<file path="src/rtl/imem_fetch_ctrl.sv">
// imem_fetch_ctrl: PC generation, instruction-memory request issue and in-order response buffering.
// Define FETCH_PERF_EN to add the perf_fetched / perf_bubbles counters.
module imem_fetch_ctrl #(
  parameter logic [31:0] RESET_PC = 32'h0000_1000,
  parameter int MAX_OUTSTANDING = 2,
  parameter logic [31:0] NOP_INSTR = 32'h0000_0013
) (
  input  logic        clock,
  input  logic        reset,
  input  logic        stall,
  input  logic        redirect_valid,
  input  logic [31:0] redirect_pc,
  output logic        mem_req,
  output logic [31:0] mem_addr,
  input  logic        mem_gnt,
  input  logic        mem_rvalid,
  input  logic [31:0] mem_rdata,
  output logic [31:0] instruction,
  output logic [31:0] instr_pc,
  output logic        instr_valid
`ifdef FETCH_PERF_EN
  ,
  output logic [31:0] perf_fetched,
  output logic [31:0] perf_bubbles
`endif
);
  localparam int AW = $clog2(MAX_OUTSTANDING);
  localparam int CW = AW + 1;
  typedef enum logic [1:0] {BOOT, RUN, DRAIN} state_t;
  state_t state;
  logic [31:0] pc;
  logic [CW-1:0] outstanding, buf_count, drop_count, drop_next;
  logic [AW-1:0] tag_wp, tag_rp, buf_wp, buf_rp;
  logic [31:0] tag_mem [MAX_OUTSTANDING];
  logic [31:0] buf_pc [MAX_OUTSTANDING];
  logic [31:0] buf_ins [MAX_OUTSTANDING];
  logic [CW:0] used;
  logic issue, resp, push, pop;
  // credits come from registered counts only, so a same-cycle pop never frees one
  assign used = {1'b0, outstanding} + {1'b0, buf_count};
  assign mem_req = state == RUN && !redirect_valid && used < (CW+1)'(MAX_OUTSTANDING);
  assign mem_addr = pc;
  assign issue = mem_req && mem_gnt;
  assign resp = mem_rvalid && outstanding != '0;
  assign push = resp && state == RUN && !redirect_valid;
  assign pop = !redirect_valid && !stall && buf_count != '0;
  assign drop_next = outstanding - CW'(resp);
  always_ff @(posedge clock) begin
    if (issue) tag_mem[tag_wp] <= pc;
    if (push) begin
      buf_pc[buf_wp] <= tag_mem[tag_rp];
      buf_ins[buf_wp] <= mem_rdata;
    end
  end
  always_ff @(posedge clock or posedge reset) begin
    if (reset) begin
      state <= BOOT;
      pc <= RESET_PC;
      outstanding <= '0;
      drop_count <= '0;
      buf_count <= '0;
      tag_wp <= '0;
      tag_rp <= '0;
      buf_wp <= '0;
      buf_rp <= '0;
      instruction <= NOP_INSTR;
      instr_pc <= '0;
      instr_valid <= 1'b0;
    end else if (redirect_valid) begin
      pc <= {redirect_pc[31:2], 2'b00};
      tag_wp <= '0;
      tag_rp <= '0;
      buf_wp <= '0;
      buf_rp <= '0;
      buf_count <= '0;
      outstanding <= drop_next;
      drop_count <= drop_next;
      state <= drop_next != '0 ? DRAIN : RUN;
      instruction <= NOP_INSTR;
      instr_valid <= 1'b0;
    end else begin
      if (state == BOOT) state <= RUN;
      if (state == DRAIN && resp) begin
        drop_count <= drop_count - CW'(1);
        if (drop_count == CW'(1)) state <= RUN;
      end
      if (issue) begin
        pc <= pc + 32'd4;
        tag_wp <= tag_wp + AW'(1);
      end
      if (push) begin
        tag_rp <= tag_rp + AW'(1);
        buf_wp <= buf_wp + AW'(1);
      end
      if (pop) buf_rp <= buf_rp + AW'(1);
      outstanding <= outstanding + CW'(issue) - CW'(resp);
      buf_count <= buf_count + CW'(push) - CW'(pop);
      if (!stall) begin
        instruction <= pop ? buf_ins[buf_rp] : NOP_INSTR;
        instr_valid <= pop;
        if (pop) instr_pc <= buf_pc[buf_rp];
      end
    end
  end
`ifdef FETCH_PERF_EN
  always_ff @(posedge clock or posedge reset) begin
    if (reset) begin
      perf_fetched <= '0;
      perf_bubbles <= '0;
    end else if (!stall) begin
      perf_fetched <= perf_fetched + 32'(pop);
      perf_bubbles <= perf_bubbles + 32'(!pop);
    end
  end
`endif
endmodule
</file>
<file path="config.mk">
export PLATFORM = sky130hd
export DESIGN_NAME = imem_fetch_ctrl
export DESIGN_NICKNAME = d
export VERILOG_FILES = /design/src/rtl/imem_fetch_ctrl.sv
export SDC_FILE = /design/constraint.sdc
export NUM_CORES = 1
export LEC_CHECK = 0
export BUFFER_PORTS_ARGS = -buffer_cell sky130_fd_sc_hd__buf_2
export CORE_ASPECT_RATIO = 0.75
export CORE_UTILIZATION = 57
export DETAILED_ROUTE_END_ITERATION = 6
export GPL_TIMING_DRIVEN = 0
export HOLD_SLACK_MARGIN = 0.1
export PLACE_DENSITY = 0.87
export SLEW_MARGIN = 10
export SYNTH_ARGS = -nofsm -noshare
export SYNTH_HDL_FRONTEND = slang
export SYNTH_SLANG_ARGS = --single-unit
export TNS_END_PERCENT = 10
</file>
<file path="constraint.sdc">
create_clock -name clock -period 5.36 [get_ports clock]
set_input_delay 0.268 -clock clock [delete_from_list [all_inputs] [get_ports clock]]
set_output_delay 0.268 -clock clock [all_outputs]
set_load 0.005 [all_outputs]
</file>
==> results of run 1 <==
area by class of cell:
cell class	instances	area share [%]
Antenna cell	1	0.01770
Buffer	42	1.345
Clock buffer	38	5.354
Clock inverter	12	0.9647
Inverter	12	0.3540
Multi-Input combinational cell	444	20.87
Sequential cell	289	57.70
Tap cell	253	2.239
Timing Repair Buffer	230	11.15
critical path, cell delays in order (launching register included):
cell	delay, ps
dfrtp_1	410
and2_1	180
fa_1	470
nor4b_4	300
and2_1	190
buf_6	150
inv_2	100
buf_2	240
ha_1	310
inv_1	40
ha_1	180
xnor2_1	120
o21ai_0	190
xor2_1	160
metrics by stage:
step | TNS [ps] | util (%) | cells
after detailed placement | 0 | 65.02 | 1206
after global routing | 0 | 72.94 | 1320
final | 0 | 72.95 | 1321
after global placement | -61760 | 64.22 | 1201
after floorplan | 0 | - | 787
after CTS | 0 | 72.94 | 1320
worst paths after layout:
kind | startpoint | to | slack [ps] | cells after the start
worst max-delay path | outstanding[0] | outstanding[1] | 2250 | 13
worst min-delay path | reset | instruction[23] | 310 | 3
worst max register to register | outstanding[0] | outstanding[1] | 2250 | 13
worst min register to register | instruction[7] | instruction[7] | 470 | 2
max in group asynchronous | reset | mem_addr[12] | 4340 | 4
min in group clock | mem_rvalid | state[0] | 380 | 5
placed cells by master (no fill, tap or decap), drive strengths merged, types with 3 or more instances in the layout:
cell | netlist | final
mux2 | 31 | 31
clkbuf | 21 | 59
ha | 7 | 7
and3 | 8 | 8
a221o | 8 | 8
xor2 | 3 | 3
nand4 | 17 | 17
nor2b | 7 | 7
xnor2 | 6 | 6
bufinv | 0 | 3
o21ai | 79 | 79
nor2 | 22 | 22
clkinv | 0 | 7
conb | 1 | 4
edfxtp | 184 | 184
dlygate4sd3 | 0 | 64
dfrtp | 101 | 101
o311ai | 11 | 11
mux2i | 63 | 63
nor3b | 3 | 3
dfstp | 4 | 4
nand2 | 99 | 99
or3 | 4 | 4
nand3 | 23 | 23
inv | 12 | 13
nor3 | 5 | 5
nor4 | 6 | 6
a31oi | 3 | 3
buf | 21 | 187
a21o | 3 | 3
o211ai | 9 | 9
a21oi | 8 | 8
layer usage:
layer	part of all wire, %	up-vias
met5	0	-
met3	9.7	67
li1	-	3456
met1	40	3809
met4	3.0	0
met2	48	414
power groups by stage:
stage,Sequential [mW],Clock (mW),Combinational [mW]
3_3_place_gp,2.89,0,0.885
4_1_cts,2.86,1.94,0.995
6_report,2.87,1.94,1.00
2_1_floorplan,2.88,0,0.533
5_1_grt,2.90,2.04,1.10
3_5_place_dp,2.90,0,0.951
cells by family after synthesis:
kind of cell             share of synthesized area (%)
adder cells (fa/ha/maj)                         0.9513
other                                          0.03315
multiplexers                                     8.661
XOR/XNOR                                        0.6969
AO/OA/AOI/OAI                                    6.858
buffers and inverters                            2.080
flip-flops                                       72.12
AND/OR/NAND/NOR                                  8.595
registers in the layout, indices dropped and copies added, names as in the netlist:
signal / cells
tag_wp: 1
buf_ins: 64
tag_rp: 1
state: 2
buf_pc: 60
buf_rp: 1
drop_count: 2
buf_wp: 1
instr_pc: 30
mem_addr: 30
outstanding: 2
instr_valid: 1
buf_count: 2
tag_mem: 60
instruction: 32
==> metrics.yaml, run 1 <==
cts:
  cts_tree: "yes"
  cts_htree_levels: 1
  cts_num_sinks: 289
  clk_latency_ps: 540
  cts_hold_buf: 64
  post_cts_resized: 0
  cts_root_buffer: "clkbuf_16"
  postCtsSetupBuffers: 0
  clockBufferDepth: 3
  cts_buffers: 27
  clk_pin_slew_worst_paths_ps: 70
floorplanning:
  die_area_mm2: 0.02042
  coreArea_mm2: 0.01938
  num_io_pins: 168
  die_w_um: 164.7
  rows: 44
  die_y_um: 124.0
  initial_core_util_pct: 58.37
power_and_ir_drop:
  switching_share_pct: 26.80
  total_power_mw: 5.810
  leakage_nw: 5.532
  powerDensity_mw_per_mm2: 411.0
  p_seq_share_pct: 49.4
  p_clk_share_pct: 33.4
  p_int_mw: 4.253
  comb_power_share_pct: 17.2
  p_switching_mw: 1.557
  ir_drop_mv: 0.2803
setup_path:
  crit_required_ps: 5830
  worstSetupPathType: "flip-flop to flip-flop"
  path_max_fanout: 10
  critPathLaunchType: "flip-flop"
  end_kind: "flip-flop"
  cp.arrival_ps: 3580
logic_synthesis:
  synth_edf_count: 184
  ys_seq_area_share_pct: 72.12
  synth_seq_cells: 289
  synth.area.top_cells: "edfxtp_1 (49%), dfrtp_1 (22%), mux2i_1 (5.6%)"
  ys_types: 45
  synthArstFlopShare_pct: 36.33
  synth_cells: 784
  synth_flop_cell: "edfxtp_1"
  yosysWarnings: 0
  yosysTopAreaCell: "edfxtp_1"
  synth_common_cells: "edfxtp_1 (184), dfrtp_1 (101), nand2_1 (99)"
  synth.most_common_cell: "edfxtp_1"
  syn_area_per_cell_um2: 14.43
  synth_area_mm2: 0.01131
  synth_top_area_share_pct: 48.85
sta:
  fmax_mhz: 321.2
  fin_crit_sh_pct: 58.08
  rsz0062_at_grt: "no"
  setup_viol: 0
  post-route-min-period_ps: 3113
  relSlewSlack_pct: 39.51
  layout_setup_ws_ps: 2247
  fin_skew_ps: 14.38
  drv_slew: 0
  hold_ws_ps: 314.6
  hold_viol_final: 0
  worstMarginPinSlew_ps: 904.0
global_route:
  top_usage_layer: "met2"
  grt_pass1_wl_mm: 41.21
  grt_max_degree: 56
  grt_pass1_vias: 7524
  antenna_found_initial: 0
  grt-ovfl-total: 0
  grt_use_met1_pct: 36.20
  grt_use_total_pct: 27.22
  use_met3_pct: 6.593
  met2_usage_pct: 44.75
placed_design:
  portBuffers: 161
  routabilityCongestion: 0.9147
  dpl_cell_area_mm2: 0.01260
  dp_hpwl_mm: 17.58
  dp_slack_ps: 2258
drt:
  drt_first_pass_iters: 6
  drt-initial-drc-count: 815
  totalWireLength_mm: 27.52
  ant_nets: 0
  post_drt_wl_per_cell_um: 20.83
  vias: 7746
  routed_via_density: 5.864
  drcViolationCount: 0
layout:
  drive_gt1_share_pct: 25.21
  seq_area_mm2: 0.008158
  multiInputGateArea_mm2: 0.002950
  syn_to_final_growth_pct: 24.99
  final_area_mm2: 0.01414
  num-fill-cells: 1191
  nets: 1124
min_path:
  hold_path.class: "input port to asynchronous set/reset pin"
run_status:
  status: "completed"
flow_run:
  max-cap-violations: 0
Note: power is estimated with default switching activity, not from simulation.
==> inputs of run 2 (changes only) <==
==> constraint.sdc (replaced) <==
create_clock -name clock -period 3.2 [get_ports clock]
set_input_delay 0.16 -clock clock [delete_from_list [all_inputs] [get_ports clock]]
set_output_delay 0.16 -clock clock [all_outputs]
set_load 0.005 [all_outputs]
==> metrics.yaml, run 2 (synthesis gave the netlist of run 1 again) <==
floorplanning:
  num_io_pins: 168
  die_w_um: 164.7
  initial_core_util_pct: 58.37
  rows: 44
  coreArea_mm2: 0.01938
  die_area_mm2: 0.02042
  die_y_um: 124.0
layout:
  nets: 1125
  utilization_pct: 72.73
  final_common_cell: "edfxtp_1"
  num-fill-cells: 1222
  syn_to_final_growth_pct: 24.60
  largest_reg_flops: 64
  largest-register: "buf_ins"
  layout_common_cells: "edfxtp_1 (184), buf_2 (167), dfrtp_1 (101)"
  final_area_mm2: 0.01409
  drive_gt1_share_pct: 25.26
  top_regs: "buf_ins: 64 flops, buf_pc: 60 flops, tag_mem: 60 flops"
  seq_area_mm2: 0.008158
  diodes: 0
  multiInputGateArea_mm2: 0.002950
power_and_ir_drop:
  leakage_nw: 5.507
  p_clk_share_pct: 32.0
  p_int_mw: 6.913
  ir_drop_mv: 0.4261
  switching_share_pct: 27.43
  powerDensity_mw_per_mm2: 676.0
  p_seq_share_pct: 50.4
  p_switching_mw: 2.614
  total_power_mw: 9.527
  comb_power_share_pct: 17.6
global_route:
  grt_use_total_pct: 26.89
  grt_max_degree: 56
  grt_pass1_wl_mm: 41.08
  grt-ovfl-total: 0
  grt_pass1_vias: 7620
  antenna_found_initial: 1
setup_path:
  slowest_stage: "fa_1"
  crit_required_ps: 3610
  end_kind: "flip-flop"
  cp.arrival_ps: 3420
  timing.rr.end: "outstanding[1]"
  r2r.worst_path.cells: 12
  r2r_start: "outstanding[0]"
  critPathLaunchType: "flip-flop"
  crit_family: "adder cells"
  path_max_fanout: 18
  worstSetupPathType: "flip-flop to flip-flop"
  reg2reg_setup_slack_ps: 200
  slowest_delay_ps: 480
  path_cells: "and2_1 > fa_1 > nor4b_4 > and2_1 > buf_6 > inv_2 > ha_1 > inv_1 > ha_1 > xnor2_1 > o21ai_1 > xor2_1"
  crit_buf_inv: 3
cts:
  cts_num_sinks: 289
  clockBufferDepth: 3
  cts_tree: "yes"
  cts_root_buffer: "clkbuf_16"
  cts_buffers: 28
  clk_pin_slew_worst_paths_ps: 60
  clk_latency_ps: 540
  cts_htree_levels: 1
placed_design:
  routabilityCongestion: 0.9187
  portBuffers: 161
  dp_hpwl_mm: 17.10
  dpl_cell_area_mm2: 0.01260
min_path:
  hold_path.class: "input port to asynchronous set/reset pin"
drt:
  vias: 7724
  post_drt_wl_per_cell_um: 20.40
  drt-initial-drc-count: 728
  ant_nets: 0
  drt_first_pass_iters: 5
  totalWireLength_mm: 26.97
  routed_via_density: 5.843
  drcViolationCount: 0
sta:
  post-route-min-period_ps: 3002
  fin_crit_sh_pct: 93.81
  tns_ps: 0
  hold_viol_final: 0
  rsz0062_at_grt: "no"
  setup_viol: 0
  relSlewSlack_pct: 43.57
  fin_skew_ps: 9.559
  drv_slew: 0
  fmax_mhz: 333.1
  worstMarginPinSlew_ps: 846.5
flow_run:
  max-cap-violations: 0
run_status:
  status: "completed"
==> run 2: cell types whose count changed in the layout (fill, tap and decap cells not counted), moves of 2 or more <==
cell	change
clkbuf_8	-2
bufinv_16	-3
clkbuf_1	+2
clkinvlp_4	+2
==> run 2: cell type report <==
cell class | count | share of cell area, %
Buffer | 41 | 1.314
Clock buffer | 39 | 5.407
Clock inverter | 13 | 0.6214
Inverter | 12 | 0.3551
Multi-Input combinational cell | 444 | 20.93
Sequential cell | 289 | 57.88
Tap cell | 253 | 2.246
Timing Repair Buffer | 231 | 11.24
==> run 2: worst min-delay path, delay by kind of cell <==
kind	cells	cell delay (ps)
buffers and inverters	3	1010
==> run 2: worst max-delay path by stage <==
stage | startpoint | to | slack, ps | cells past startpoint
after floorplan | outstanding[0] | tag_mem[0][10] | -280 | 8
after global placement | redirect_valid | buf_ins[0][6] | -1320 | 6
after detailed placement | outstanding[0] | outstanding[1] | 80 | 13
after CTS | outstanding[0] | outstanding[1] | 60 | 13
after global routing | outstanding[0] | outstanding[1] | 30 | 12
final | outstanding[0] | outstanding[1] | 200 | 12
==> run 2: repair_timing <==
action | CTS | global route
setup endpoints to repair | 0 | 2
buffers inserted | 0 | 1
hold buffers | 64 | 0
gates resized for setup | 0 | 1
endpoints found under the hold margin | 146 | 0
==> run 2: per-layer routing <==
| metal | routed length, µm | track usage [%] | vias to the layer above | part of all wire (%) |
|---|---|---|---|---|
| met4 | 852 | 9.060 | 0 | 3.2 |
| met1 | 10960 | 35.95 | 3830 | 41 |
| met5 | 0 | 0 | - | 0 |
| li1 | - | - | 3448 | - |
| met3 | 2044 | 5.361 | 72 | 7.6 |
| met2 | 13120 | 44.56 | 374 | 49 |
==> run 2: power groups by stage <==
stage / sequential [mW] / combinational, mW / clock (mW)
finish: 4.80 / 1.68 / 3.05
global route: 4.85 / 1.85 / 3.21
CTS: 4.78 / 1.67 / 3.05
detailed placement: 4.85 / 1.59 / 0
global placement: 4.83 / 1.48 / 0
floorplan: 4.82 / 0.894 / 0
==> run 2: stage by stage <==
stage | cells | hold WS (ps) | setup slack [ps]
floorplan | 787 | 251.6 | -284.0
global placement | 1201 | 346.7 | -1321
detailed placement | 1206 | 236.7 | 83.21
CTS | 1322 | 217.1 | 55.83
global route | 1322 | 251.8 | 34.80
finish | 1322 | 211.2 | 198.0
==> inputs of run 3 (changes only) <==
--- a/config.mk
+++ b/config.mk
@@ -9,11 +9,10 @@
 export CORE_ASPECT_RATIO = 0.75
 export CORE_UTILIZATION = 57
 export DETAILED_ROUTE_END_ITERATION = 6
-export GPL_TIMING_DRIVEN = 0
 export HOLD_SLACK_MARGIN = 0.1
 export PLACE_DENSITY = 0.87
+export REMOVE_ABC_BUFFERS = 1
 export SLEW_MARGIN = 10
 export SYNTH_ARGS = -nofsm -noshare
 export SYNTH_HDL_FRONTEND = slang
 export SYNTH_SLANG_ARGS = --single-unit
-export TNS_END_PERCENT = 10
==> metrics.yaml, run 3 (synthesis gave the netlist of run 1 again) <==
run_status:
  status: "completed"
placed_design:
  portBuffers: 161
  routabilityCongestion: 0.8555
  dp_hpwl_mm: 15.53
  dp.cells: 1179
  dpl_cell_area_mm2: 0.01247
setup_path:
  slowest_delay_ps: 470
  crit_buf_inv: 2
  cp.arrival_ps: 3200
  slowest_stage: "fa_1"
  path_max_fanout: 5
  worstSetupPathType: "flip-flop to flip-flop"
  crit_required_ps: 3630
  critPathLaunchType: "flip-flop"
  crit_family: "adder cells"
  path_cells: "and2_1 > fa_1 > nor4b_4 > and2_1 > inv_2 > ha_1 > inv_1 > ha_1 > xnor2_1 > o21ai_0 > xor2_1"
  reg2reg_setup_slack_ps: 430
  end_kind: "flip-flop"
layout:
  diodes: 0
  largest_reg_flops: 64
  drive_gt1_share_pct: 25.87
  utilization_pct: 72.26
  stdcell_count: 1293
  largest-register: "buf_ins"
  final_area_mm2: 0.01400
  layout_common_cells: "edfxtp_1 (184), buf_2 (161), dfrtp_1 (100)"
  syn_to_final_growth_pct: 23.81
  final_common_cell: "edfxtp_1"
  top_regs: "buf_ins: 64 flops, buf_pc: 60 flops, tag_mem: 60 flops"
  nets: 1098
floorplanning:
  initial_core_util_pct: 58.37
  coreArea_mm2: 0.01938
  die_area_mm2: 0.02042
  rows: 44
  num_io_pins: 168
  die_w_um: 164.7
  die_y_um: 124.0
sta:
  post-route-min-period_ps: 2768
  tns_ps: 0
  worstMarginPinSlew_ps: 858.6
  drv_slew: 0
  setup_viol: 0
  fmax_mhz: 361.3
  rsz0062_at_grt: "no"
  hold_viol_final: 0
  fin_crit_sh_pct: 86.50
  relSlewSlack_pct: 42.76
  fin_skew_ps: 9.810
drt:
  totalWireLength_mm: 25.50
  post_drt_wl_per_cell_um: 19.72
  drt_first_pass_iters: 5
  vias: 7502
  ant_nets: 0
  drt-initial-drc-count: 674
  drcViolationCount: 0
  routed_via_density: 5.802
global_route:
  grt_use_total_pct: 25.43
  grt_pass1_wl_mm: 39.24
  antenna_found_initial: 0
  grt_max_degree: 91
  grt_pass1_vias: 7445
  grt-ovfl-total: 0
power_and_ir_drop:
  leakage_nw: 5.493
  ir_drop_mv: 0.4164
  powerDensity_mw_per_mm2: 684.7
  total_power_mw: 9.588
cts:
  cts_tree: "yes"
  cts_htree_levels: 1
  post_cts_resized: 0
  clk_pin_slew_worst_paths_ps: 70
  clockBufferDepth: 3
  cts_root_buffer: "clkbuf_16"
  clk_latency_ps: 520
  cts_buffers: 27
  cts_num_sinks: 289
min_path:
  hold_path.class: "input port to flip-flop"
flow_run:
  max-cap-violations: 0
## run 3: changes by cell type in the layout (fill, tap and decap cells not counted), moves of 2 or more
cell	change
buf_2	-6
buf_12	+2
inv_6	-2
clkinv_1	+5
buf_1	-9
buf_4	+12
clkinvlp_4	-3
bufinv_16	+4
clkinv_2	-2
buf_16	-4
clkbuf_1	-23
## run 3: cell type report
cell class / instances / area (µm²)
Sequential cell: 289 / 8162
Multi-Input combinational cell: 444 / 2948
Clock inverter: 14 / 160.2
Fill cell: 1226 / 5375
Inverter: 12 / 47.55
Clock buffer: 35 / 725.7
Timing Repair Buffer: 246 / 1644
Tap cell: 253 / 316.6
## run 3: timing repair
action | in CTS | in global routing
hold endpoints to repair | 144 | 0
setup endpoints to repair | 0 | 0
hold buffers | 65 | 0
setup buffers | 0 | 0
## run 3: metal layers
layer / global-route usage [%] / share of wire [%] / up-vias
met5: 0 / 0 / -
met4: 9.633 / 3.4 / 0
met3: 4.795 / 7.5 / 81
met2: 41.39 / 48 / 356
met1: 34.41 / 42 / 3686
li1: - / - / 3379
## run 3: final timing paths
path / start / to / cells past startpoint
max reg2reg: outstanding[0] / outstanding[1] / 11
max in group asynchronous: reset / mem_addr[12] / 4
max: outstanding[0] / outstanding[1] / 11
min: mem_rvalid / state[0] / 5
min in group asynchronous: reset / instruction[2] / 3
min reg2reg: instr_pc[25] / instr_pc[25] / 2
## run 3: where the power goes
part	internal [mW]	switching (mW)
combinational	0.718	0.796
clock	1.91	1.30
sequential	4.49	0.372
## run 3: stage by stage
| stage | hold slack [ps] | worst slack (ps) |
|---|---|---|
| 2_1_floorplan | 223.1 | -1008 |
| 3_3_place_gp | 310.4 | 579.9 |
| 3_5_place_dp | 315.2 | 499.1 |
| 4_1_cts | 242.7 | 423.4 |
| 5_1_grt | 314.4 | 236.3 |
| 6_report | 275.2 | 432.0 |
## run 3: worst min-delay path: stages
cell	delay, ps
buf_2	90
o21ai_0	160
inv_1	150
a211oi_1	80
a21oi_1	100
